**src/rtl/uart_rgb_pwm_ctrl_if.sv**
```systemverilog
// Byte handshake between the serial core and the PWM command controller.
// The controller uses the slave view; the serial core (or a bench) uses the master view.
interface uart_rgb_pwm_ctrl_if;
  logic [7:0] rx_data;
  logic       rx_valid;
  logic [7:0] tx_data;
  logic       tx_valid;
  logic       tx_ready;

  modport master (output rx_data, rx_valid, tx_ready, input tx_data, tx_valid);
  modport slave  (input rx_data, rx_valid, tx_ready, output tx_data, tx_valid);
endinterface

```
**src/rtl/uart_rgb_pwm_ctrl.sv**
```systemverilog
// UART byte-command front end driving NCH PWM channels. Duties are double-buffered
// (shadow -> active) so an update only ever lands on a PWM period boundary.
module uart_rgb_pwm_ctrl #(
  parameter int NCH     = 3,
  parameter int PWM_W   = 8,
  parameter int TIMEOUT = 12000000
) (
  input  logic               hw_clk,
  input  logic               resetn,
  uart_rgb_pwm_ctrl_if.slave bus,
  output logic [NCH-1:0]     pwm_out,
  output logic               rx_overrun
);
  localparam int             TW     = $clog2(TIMEOUT);
  localparam logic [TW-1:0]  TMAX   = TW'(TIMEOUT - 1);
  localparam int             ND     = PWM_W / 4;
  localparam logic [1:0]     DLAST  = 2'(ND - 1);
  localparam logic [7:0]     CH_END = 8'(8'h30 + NCH);
  localparam logic [7:0]     R_BAN  = 8'h50;
  localparam logic [7:0]     R_ACK  = 8'h4B;
  localparam logic [7:0]     R_NAK  = 8'h3F;

  typedef enum logic [2:0] {BANNER, IDLE, GET_CH, GET_HEX, RESP} state_e;

  state_e           state_q, state_d, cur;
  logic [7:0]       resp_q, resp_d, txd_q, txd_d;
  logic             txv_q, txv_d;
  logic [3:0]       ch_q, ch_d;
  logic [PWM_W-1:0] acc_q, acc_d, acc_nxt;
  logic [1:0]       dig_q, dig_d;
  logic [TW-1:0]    tmo_q, tmo_d;
  logic             ovr_q, ovr_d;
  logic [PWM_W-1:0] cnt_q;
  logic             hs, tmo_hit, wr_en, leg_en, in_cmd;
  logic [4:0]       nib;
  logic [NCH-1:0]   leg_msk, leg_val;

  // {valid, value} of an ASCII hex digit
  function automatic logic [4:0] hex_nib(input logic [7:0] b);
    logic [4:0] r;
    r = 5'd0;
    if (b >= 8'h30 && b <= 8'h39) r = {1'b1, b[3:0]};
    else if ((b >= 8'h41 && b <= 8'h46) || (b >= 8'h61 && b <= 8'h66))
      r = {1'b1, b[3:0] + 4'd9};
    return r;
  endfunction

  assign hs      = txv_q & bus.tx_ready;
  assign nib     = hex_nib(bus.rx_data);
  assign acc_nxt = PWM_W'({acc_q, nib[3:0]});
  assign in_cmd  = (state_q == GET_CH) || (state_q == GET_HEX);
  assign tmo_hit = in_cmd && (tmo_q == TMAX);

  assign bus.tx_data  = txd_q;
  assign bus.tx_valid = txv_q;
  assign rx_overrun   = ovr_q;

  always_ff @(posedge hw_clk) begin
    if (!resetn) begin
      state_q <= BANNER;
      resp_q  <= '0;
      txd_q   <= '0;
      txv_q   <= 1'b0;
      ch_q    <= '0;
      acc_q   <= '0;
      dig_q   <= '0;
      tmo_q   <= '0;
      ovr_q   <= 1'b0;
      cnt_q   <= '0;
    end else begin
      state_q <= state_d;
      resp_q  <= resp_d;
      txd_q   <= txd_d;
      txv_q   <= txv_d;
      ch_q    <= ch_d;
      acc_q   <= acc_d;
      dig_q   <= dig_d;
      tmo_q   <= tmo_d;
      ovr_q   <= ovr_d;
      cnt_q   <= cnt_q + 1'b1;
    end
  end

  // An expired timeout turns the current cycle into an IDLE cycle, so a byte
  // arriving exactly then starts afresh instead of extending the old command.
  always_comb begin
    state_d = state_q;
    resp_d  = resp_q;
    ch_d    = ch_q;
    acc_d   = acc_q;
    dig_d   = dig_q;
    ovr_d   = ovr_q;
    wr_en   = 1'b0;
    leg_en  = 1'b0;
    cur     = tmo_hit ? IDLE : state_q;
    if (tmo_hit) state_d = IDLE;
    tmo_d = '0;
    if (in_cmd && !tmo_hit && !bus.rx_valid) tmo_d = tmo_q + 1'b1;

    case (cur)
      BANNER, RESP: begin
        if (bus.rx_valid) ovr_d = 1'b1;
        if (hs) state_d = IDLE;
      end
      IDLE: if (bus.rx_valid) begin
        if (bus.rx_data[7:3] == 5'b00110) begin
          leg_en  = 1'b1;
          resp_d  = R_ACK;
          state_d = RESP;
        end else if (bus.rx_data == 8'h53) begin
          state_d = GET_CH;
        end else if (bus.rx_data != 8'h0D && bus.rx_data != 8'h0A) begin
          resp_d  = R_NAK;
          state_d = RESP;
        end
      end
      GET_CH: if (bus.rx_valid) begin
        if (bus.rx_data >= 8'h30 && bus.rx_data < CH_END) begin
          ch_d    = bus.rx_data[3:0];
          dig_d   = '0;
          acc_d   = '0;
          state_d = GET_HEX;
        end else begin
          resp_d  = R_NAK;
          state_d = RESP;
        end
      end
      GET_HEX: if (bus.rx_valid) begin
        if (nib[4]) begin
          acc_d = acc_nxt;
          dig_d = dig_q + 1'b1;
          if (dig_q == DLAST) begin
            wr_en   = 1'b1;
            resp_d  = R_ACK;
            state_d = RESP;
          end
        end else begin
          acc_d   = '0;
          resp_d  = R_NAK;
          state_d = RESP;
        end
      end
      default: state_d = IDLE;
    endcase
  end

  // Outputs are registered off the next state so the banner appears one cycle
  // after reset release and tx_valid is low while reset is held.
  always_comb begin
    txv_d = (state_d == BANNER) || (state_d == RESP);
    txd_d = (state_d == BANNER) ? R_BAN : resp_d;
  end

  always_comb begin
    leg_msk = '0;
    leg_val = '0;
    for (int i = 0; i < NCH; i++) begin
      leg_msk[i] = leg_en && (i < 3);
      leg_val[i] = (i < 3) && bus.rx_data[i % 3];
    end
  end

  for (genvar i = 0; i < NCH; i++) begin : g_ch
    logic [PWM_W-1:0] shadow_q, active_q;
    logic             pwm_q;

    always_ff @(posedge hw_clk) begin
      if (!resetn) begin
        shadow_q <= '0;
        active_q <= '0;
        pwm_q    <= 1'b0;
      end else begin
        if (wr_en && ch_q == 4'(i)) shadow_q <= acc_nxt;
        else if (leg_msk[i])        shadow_q <= {PWM_W{leg_val[i]}};
        if (&cnt_q) active_q <= shadow_q;
        pwm_q <= (cnt_q < active_q);
      end
    end

    assign pwm_out[i] = pwm_q;
  end
endmodule

```
**src/flat_wrapper.sv**
```systemverilog
// flat-port wrapper written by rule: the top's interface ports become plain ports
module uart_rgb_pwm_ctrl_flat 
#(
  parameter int NCH     = 3,
  parameter int PWM_W   = 8,
  parameter int TIMEOUT = 12000000
)
  (hw_clk, resetn, pwm_out, rx_overrun, bus_rx_data, bus_rx_valid, bus_tx_ready, bus_tx_data, bus_tx_valid);
  uart_rgb_pwm_ctrl_if bus_i ();
  input  logic hw_clk;
  input  logic resetn;
  output logic [NCH-1:0] pwm_out;
  output logic rx_overrun;
  input wire logic [$bits(bus_i.rx_data)-1:0] bus_rx_data;
  input wire logic [$bits(bus_i.rx_valid)-1:0] bus_rx_valid;
  input wire logic [$bits(bus_i.tx_ready)-1:0] bus_tx_ready;
  output wire logic [$bits(bus_i.tx_data)-1:0] bus_tx_data;
  output wire logic [$bits(bus_i.tx_valid)-1:0] bus_tx_valid;
  assign bus_i.rx_data = bus_rx_data;
  assign bus_i.rx_valid = bus_rx_valid;
  assign bus_i.tx_ready = bus_tx_ready;
  assign bus_tx_data = bus_i.tx_data;
  assign bus_tx_valid = bus_i.tx_valid;
  uart_rgb_pwm_ctrl #(.NCH(NCH), .PWM_W(PWM_W), .TIMEOUT(TIMEOUT)) u_core (.hw_clk(hw_clk), .resetn(resetn), .bus(bus_i), .pwm_out(pwm_out), .rx_overrun(rx_overrun));
endmodule
```
**config.mk**
```make
export PLATFORM = sky130hd
export DESIGN_NAME = uart_rgb_pwm_ctrl_flat
export DESIGN_NICKNAME = d
export VERILOG_FILES = /design/src/rtl/uart_rgb_pwm_ctrl_if.sv /design/src/rtl/uart_rgb_pwm_ctrl.sv /design/src/flat_wrapper.sv
export SDC_FILE = /design/constraint.sdc
export NUM_CORES = 1
export LEC_CHECK = 0
export CORE_ASPECT_RATIO = 0.8
export CORE_MARGIN = 8
export CORE_UTILIZATION = 60
export DETAILED_ROUTE_END_ITERATION = 6
export PLACE_DENSITY_LB_ADDON = 0.05
export SLEW_MARGIN = 20
export SYNTH_ARGS = -nofsm -noshare
export SYNTH_HDL_FRONTEND = slang
export SYNTH_SLANG_ARGS = --single-unit
export TNS_END_PERCENT = 1
```
**constraint.sdc**
```tcl
create_clock -name hw_clk -period 3.45 [get_ports hw_clk]
set_clock_uncertainty 0.05 [all_clocks]
set_input_delay 1.035 -clock hw_clk [delete_from_list [all_inputs] [get_ports hw_clk]]
set_output_delay 1.035 -clock hw_clk [all_outputs]
set_load 0.05 [all_outputs]
```
==> results.md, run 1 <==
- Final worst path period share: 93.53%
- Worst slew margin: 36.71%
- Hold path endpoint: u_core.resp_q[7]
- Netlist cell types: 67
- Post-DRT Antenna Nets: 0
- Ranking of synthesized cells by area: dfxtp_1 42%, ha_1 6.4%, nand2_1 5.4%
- Cell Area, Synth: 5468 sq um
- Switching pwr: 0.0007529 W
- I/O pin cnt: 25
- Crit-path cells: clkdlybuf4s50_1 > inv_1 > ha_1 > mux2i_2 > o31ai_2 > o211ai_1 > o311ai_4 > buf_4 > a2111oi_4 > o21a_1 > nand2b_1
- CTS Hold Bufs: 0
- Total of max-cap violations: 0
- Setup violations, final: 0
- Final hold violations: 0
- Area grow syn2layout: 19.95%
- Crit Path Category: input port to flip-flop
- Largest net degree at the start of global routing: 48
- Crit-path max FO: 5
- Post-route cell area: 6559 sq um
- Chip height: ~100 um
- RSZ-0062 raised after global routing: false
- Crit path time final: ~3.2 ns
- H-tree depth: 4
- Setup TNS Final: 0 ns
- Area share of the largest cell type after synthesis: 41.74%
- Area leader, netlist: dfxtp_1
- Main synth FF type: dfxtp_1
- Gr ovfl total: 0
- DRC viols: 0
- Cts bufs inserted: 17
- Worst path arrival time: 3.53 ns
- IO buf count: 24
- Skew-Pair Late Insertion Delay: 0.41 ns
- CTS tree: yes
- Max Clk Rate: 0.3099 GHz
- Placed cell areas: 5979 sq um
- Final count of pins violating max slew: 0
- Drt first pass iters: 4
- Peak supply drop: 0.0005461 V
- Overall global routing resource usage: 21.18%
- Startpoint Class: input port
- Worst-path clk slew: 0.05 ns
- ANT cells: 0
- Fillers: just under 700
- Post-synthesis async set-or-reset flop share: 0%
- CP Capture Type: flip-flop
- Critical Path RT: 3.75 ns
- Ys Warns: 0
- Reg2reg setup slack: 0.76 ns
- Switch share: 22.93%
- Final core utilization: 73.20%
- Post-synthesis register bit count: 114
- Sequential share of power: between 40% and 50%
- Row cnt: 31
- CP max stage cell: clkdlybuf4s50_1
- Slowest stage delay, CP: 0.47 ns
- Worst Hold Depth: 2
- Cell family with most CP delay: compound AO/OA/AOI/OAI gates
- Worst slew pin tran: 0.9467 ns
- Die extent in x: roughly 120 um
- Register Area: 2282 sq um
- Mapped Avg Cell Area: 9.068 sq um
- First-pass GRT wire length: slightly above 20 mm
- CTS Root Cell: clkbuf_16
- CTS sink count: 114
- Syn nets: 643
- Initial antenna violation count: 0
- Routed WL per cell: 15.66 um
- Cells after Synth: 603
- Hold Crit Class: flip-flop to flip-flop
- Vias in the first global route: around 4300
- R2R cell count: 9
- Post-synthesis sequential area ratio: about two fifths
- Routability Congestion: a little under 0.9
- Initial core utilization: 61.02%
- Total power divided by cell area: 500.7 nW/um^2
- Cell Int Power: approximately 0.0025 W
- Clk pwr share: 48.9%
- R2R Path Start: u_core.tmo_q[0]
- WHS: 0.3794 ns
- Core Area: 8960 sq um
- Run status: finished clean
- Post-DP HPWL: just under 9 mm
- Worst Setup Slack, final: 0.2230 ns
- Hold path start: u_core.resp_q[7]
- Starting DRC count in detailed routing: 314
- Clock Path Buffers: 2
- Die ar.: around 12000 sq um
- Combinational Power Share: 9.2%
- Total vias in the final route: 4392
- Via density per instance: between 5 and 6
- Share of cells above drive strength 1: 14.89%
- Routed wire length: 12.21 mm
- Worst path buffer plus inverter count: 3
- Reg-to-Reg End: u_core.bus.tx_data[4]
- EDFF count, synth: 0
- Area of the multi-input gates: around 3000 sq um
- Leak: 2.484 nW
- Pre-CTS WS: -0.1892 ns
- Layout Nets: 694
[cells by family (layout without fill, tap and decap cells)]
| logic type | after synthesis | in the layout | share of synthesized area, % |
|---|---|---|---|
| muxes | 3 | 3 | 0.5492 |
| xor gates and xnor gates | 25 | 25 | 4.005 |
| adders and majority gates | 28 | 28 | 6.407 |
| AOI/OAI and AO/OA | 126 | 126 | 18.01 |
| and+or+nand+nor | 251 | 251 | 25.10 |
| DFF | 114 | 114 | 41.74 |
| buffers and inverters | 56 | 118 | 4.187 |
[cells in the mapped netlist, types with 2 or more instances]
cell type	count
nand2b_1	9
a21oi_1	23
nand4_1	3
mux2i_1	3
inv_1	31
nand3_1	19
or3_1	4
xor2_1	14
nor3_1	6
a221oi_1	8
nor4_2	2
a21boi_0	24
and3b_1	3
and3_1	5
o21a_1	7
o21ai_0	12
a21o_1	13
or2_2	9
a221o_1	5
nor2b_1	19
clkbuf_1	15
and3_2	2
a2111oi_0	3
and4_1	6
nor4b_2	2
a22oi_1	4
dfxtp_1	114
nand2_1	78
ha_1	28
and2_1	17
o21bai_1	3
buf_2	5
a2111oi_4	2
nor2_1	45
o211a_1	3
nor3b_1	6
nor3b_2	3
o21ai_2	2
o211ai_1	5
a31oi_1	2
xnor2_1	11
buf_4	3
[worst max path at each step]
stage | from | end | slack (ns) | cells past startpoint
4_1_cts | bus_rx_data[0] | u_core.g_ch[0].shadow_q[5] | 0.17 | 11
3_3_place_gp | bus_rx_data[1] | u_core.bus.tx_data[1] | -0.11 | 10
3_5_place_dp | bus_rx_data[0] | u_core.g_ch[0].shadow_q[5] | -0.19 | 11
5_1_grt | bus_rx_data[1] | u_core.bus.tx_data[4] | 0.03 | 11
2_1_floorplan | bus_rx_data[1] | u_core.g_ch[0].shadow_q[0] | 0.55 | 9
6_report | bus_rx_data[1] | u_core.bus.tx_data[4] | 0.22 | 11
[worst min-delay path, stage by stage, from the launching register on]
cell,delay [ns]
dfxtp_1,0.29
nand2_1,0.05
nor2_1,0.04
[power by group through the flow]
stage / Combinational [W] / Sequential [W] / Clock, W
after detailed placement: 0.000298 / 0.00140 / 0
after CTS: 0.000302 / 0.00137 / 0.00163
after global placement: 0.000292 / 0.00140 / 0
after floorplan: 0.000156 / 0.00144 / 0
final: 0.000302 / 0.00138 / 0.00161
after global routing: 0.000324 / 0.00138 / 0.00170
[sequential cells by signal (all words and copies together), names as in the netlist]
signal,count
u_core.g_ch.active_q,24
u_core.tmo_q,24
u_core.resp_q,8
u_core.g_ch.pwm_q,3
u_core.bus.tx_valid,1
u_core.acc_q,4
u_core.bus.tx_data,8
u_core.ch_q,4
u_core.rx_overrun,1
u_core.g_ch.shadow_q,24
u_core.cnt_q,8
u_core.dig_q,2
u_core.state_q,3
[layout make-up]
| type | instances | share of cell area, % |
|---|---|---|
| Multi-Input combinational cell | 433 | 45.31 |
| Sequential cell | 114 | 34.80 |
| Timing Repair Buffer | 57 | 7.593 |
| Clock buffer | 24 | 7.497 |
| Tap cell | 115 | 2.194 |
| Inverter | 31 | 1.774 |
| Clock inverter | 6 | 0.8394 |
[through the flow]
stage                     total power [W]  cells
after detailed placement         0.001699    748
after global routing             0.003403    780
after CTS                        0.003311    778
after floorplan                  0.001593    603
after global placement           0.001692    748
final                            0.003284    780
[repair_timing]
item / 4_1_cts / 5_1_grt
gates resized for setup: 0 / 6
setup buffers: 0 / 2
endpoints found under the setup margin: 0 / 16
[per-layer routing]
layer | up-vias | routed length [um] | GRT usage, %
met5 | - | 0 | 0
li1 | 2197 | - | -
met2 | 94 | 5532 | 32.04
met3 | 12 | 563 | 6.240
met1 | 2089 | 5995 | 28.35
met4 | 0 | 122 | 6.822
[layout by cell type (no fill, tap or decap), types with 9 or more instances in the layout]
cell type	count
ha_1	28
xnor2_1	11
and2_1	16
or2_2	9
nor2_1	44
buf_4	32
dfxtp_1	114
nand2_1	78
clkbuf_16	17
a21oi_1	21
o21ai_0	12
clkdlybuf4s50_1	22
xor2_1	14
nor2b_1	19
inv_1	31
a21boi_0	24
nand2b_1	9
a21o_1	13
nand3_1	19
Note: power is estimated with default switching activity, not from simulation.
==> run 2, diff against run 1 <==
--- a/config.mk
+++ b/config.mk
@@ -10,6 +10,7 @@
 export CORE_UTILIZATION = 60
 export DETAILED_ROUTE_END_ITERATION = 6
 export PLACE_DENSITY_LB_ADDON = 0.05
+export REMOVE_ABC_BUFFERS = 1
 export SLEW_MARGIN = 20
 export SYNTH_ARGS = -nofsm -noshare
 export SYNTH_HDL_FRONTEND = slang
==> run 2 against run 1 <==
Non-clock buffer count rose by 2. Worst setup slack improved by 0.037 ns. Register-to-register slack got worse by 0.02 ns. Count of clock-buffer cells in the layout rose by 3. Cell count rose by 0.38%. Combinational power barely moved. Critical path depth fell by 1. Total power rose by 0.82%. Hold slack barely moved. Wire length rose by 0.62%. Die area did not move. Fmax rose by 1.2%.
==> results.md, run 2 (same netlist as run 1, synthesis figures left out) <==
- Total power divided by cell area: 505.6 nW/um^2
- Worst Hold Depth: 2
- Crit-path cells: clkdlybuf4s50_1 > buf_4 > ha_1 > mux2i_1 > o31ai_2 > o211ai_1 > o311ai_4 > a2111oi_4 > nand2_1 > and2_1
- Crit path time final: 3.190 ns
- Most frequent cells in the layout: 114 x dfxtp_1, 78 x nand2_1, 45 x nor2_1, 35 x buf_4, 31 x inv_1
- Die extent in x: 122.7 um
- CP Capture Type: flip-flop
- Final count of pins violating max slew: 0
- Reg2reg setup slack: 0.74 ns
- Hold path start: u_core.resp_q[7]
- Vias in the first global route: 4328
- Overall global routing resource usage: 21.11%
- Fillers: 681
- Crit Path Category: input port to flip-flop
- Cts bufs inserted: 17
- Core Area: 8960 sq um
- ANT cells: 0
- R2R Path Start: u_core.tmo_q[0]
- Peak supply drop: 0.0005930 V
- Initial antenna violation count: 0
- Post-route cell area: 6549 sq um
- CTS Root Cell: clkbuf_16
- RSZ-0062 raised after global routing: false
- DRC viols: 0
- Worst slew pin tran: 0.9434 ns
- Starting DRC count in detailed routing: ~380
- Initial core utilization: 61.02%
- Chip height: 101.4 um
- Gr ovfl total: 0
- Drt first pass iters: 4
- CP max stage cell: clkdlybuf4s50_1
- # Post-CTS Setup Buffers: 0
- CTS Hold Bufs: 0
- Worst slew margin: ~37%
- Clock Path Buffers: 2
- Share of cells above drive strength 1: 14.07%
- Row cnt: 31
- Layout Nets: 696
- Placed cell count: 752
- Max Clk Rate: roughly 0.31 GHz
- H-tree depth: 4
- Cts repair resizes: 0
- Via density per instance: 5.591
- First-pass GRT wire length: 20.70 mm
- Crit-path max FO: 6
- Worst-path clk slew: ~0.05 ns
- Hold path endpoint: u_core.resp_q[7]
- Setup violations, final: 0
- CTS tree: yes
- Routed wire length: 12.29 mm
- CTS sink count: 114
- Post-DP HPWL: 8.683 mm
- Total of max-cap violations: 0
- Final hold violations: 0
- Critical Path RT: 3.70 ns
- Routed WL per cell: 15.69 um
- R2R cell count: 9
- Post-DRT Antenna Nets: 0
- Slowest stage delay, CP: ~0.42 ns
- Placed cell areas: around 6000 sq um
- Total vias in the final route: 4378
- Hold Crit Class: flip-flop to flip-flop
- Final total power: 0.003311 W
- Worst path arrival time: 3.44 ns
- Die ar.: between 10000 and 15000 sq um
- Largest net degree at the start of global routing: 32
- Skew-Pair Late Insertion Delay: around 0.41 ns
- Post-route insts no fill: 783
- Reg-to-Reg End: u_core.bus.tx_data[0]
- Leak: roughly 2.5 nW
- Area grow syn2layout: 19.77%
- Routability Congestion: about 0.87
- IO buf count: 24
- Run status: finished clean
- Most common cell after layout, fill and taps aside: dfxtp_1
- Biggest regs: u_core.g_ch.active_q: 24 flops, u_core.g_ch.shadow_q: 24 flops, u_core.tmo_q: 24 flops
- Final worst path period share: 92.46%
- I/O pin cnt: 25
- Startpoint Class: input port
-- run 2: area by class of cell --
type,instances,area [sq um],share of cell area (%)
flip-flops and latches,114,2282,34.85
clock buffers,27,503.0,7.681
inverters,31,116.4,1.777
clock inverters,4,48.80,0.7451
well taps,115,143.9,2.197
multi-input cells,433,2957,45.15
repair buffers,59,498.0,7.604
-- run 2: where the power goes --
part           total [W]  switching [W]  internal, W  leakage, nW
clock            0.00164       0.000576      0.00106        0.271
sequential       0.00137      0.0000228      0.00135        0.921
combinational   0.000300       0.000168     0.000131         1.28
total            0.00331       0.000767      0.00254         2.48
-- run 2: metal layers --
metal  track usage (%)  wire (um)
met2             32.33       5367
met4             7.944        128
met3             4.847        772
met5                 0          0
met1             28.35       6021
-- run 2: through the flow --
stage / hold WS, ns / worst slack [ns] / TNS (ns) / utilization (%)
after floorplan: 0.3527 / 0.5512 / 0 / -
after global placement: 0.3664 / -0.02968 / -0.2214 / 66.93
after detailed placement: 0.3740 / -0.1348 / -2.272 / 66.93
after CTS: 0.3823 / 0.2629 / 0 / 73.09
after global routing: 0.3934 / 0.09454 / 0 / 73.09
final: 0.3790 / 0.2600 / 0 / 73.09
-- run 2: critical path: cells and delay by family --
family	cells	cell delay (ns)
buffers and inverters	2	0.58
and+or+nand+nor	2	0.40
adders and majority gates	1	0.23
AOI/OAI and AO/OA	4	0.94
muxes	1	0.25
-- run 2: how the worst max path moves through the flow --
stage | slack, ns | depth (start not counted) | from | endpoint
final | 0.26 | 10 | bus_rx_data[0] | u_core.bus.tx_data[0]
after global placement | -0.03 | 10 | bus_rx_data[0] | u_core.bus.tx_data[7]
after CTS | 0.26 | 10 | bus_rx_data[0] | u_core.g_ch[1].shadow_q[4]
after global routing | 0.09 | 11 | bus_rx_data[0] | u_core.g_ch[0].shadow_q[7]
after floorplan | 0.55 | 9 | bus_rx_data[1] | u_core.g_ch[0].shadow_q[0]
after detailed placement | -0.13 | 10 | bus_rx_data[0] | u_core.g_ch[1].shadow_q[4]
==> run 3, diff against run 2 <==
--- a/config.mk
+++ b/config.mk
@@ -11,7 +11,7 @@
 export DETAILED_ROUTE_END_ITERATION = 6
 export PLACE_DENSITY_LB_ADDON = 0.05
 export REMOVE_ABC_BUFFERS = 1
-export SLEW_MARGIN = 20
+export SLEW_MARGIN = 15
 export SYNTH_ARGS = -nofsm -noshare
 export SYNTH_HDL_FRONTEND = slang
 export SYNTH_SLANG_ARGS = --single-unit
==> results of run 3 <==
Final layout, timing and power as in run 2 (identical DEF).
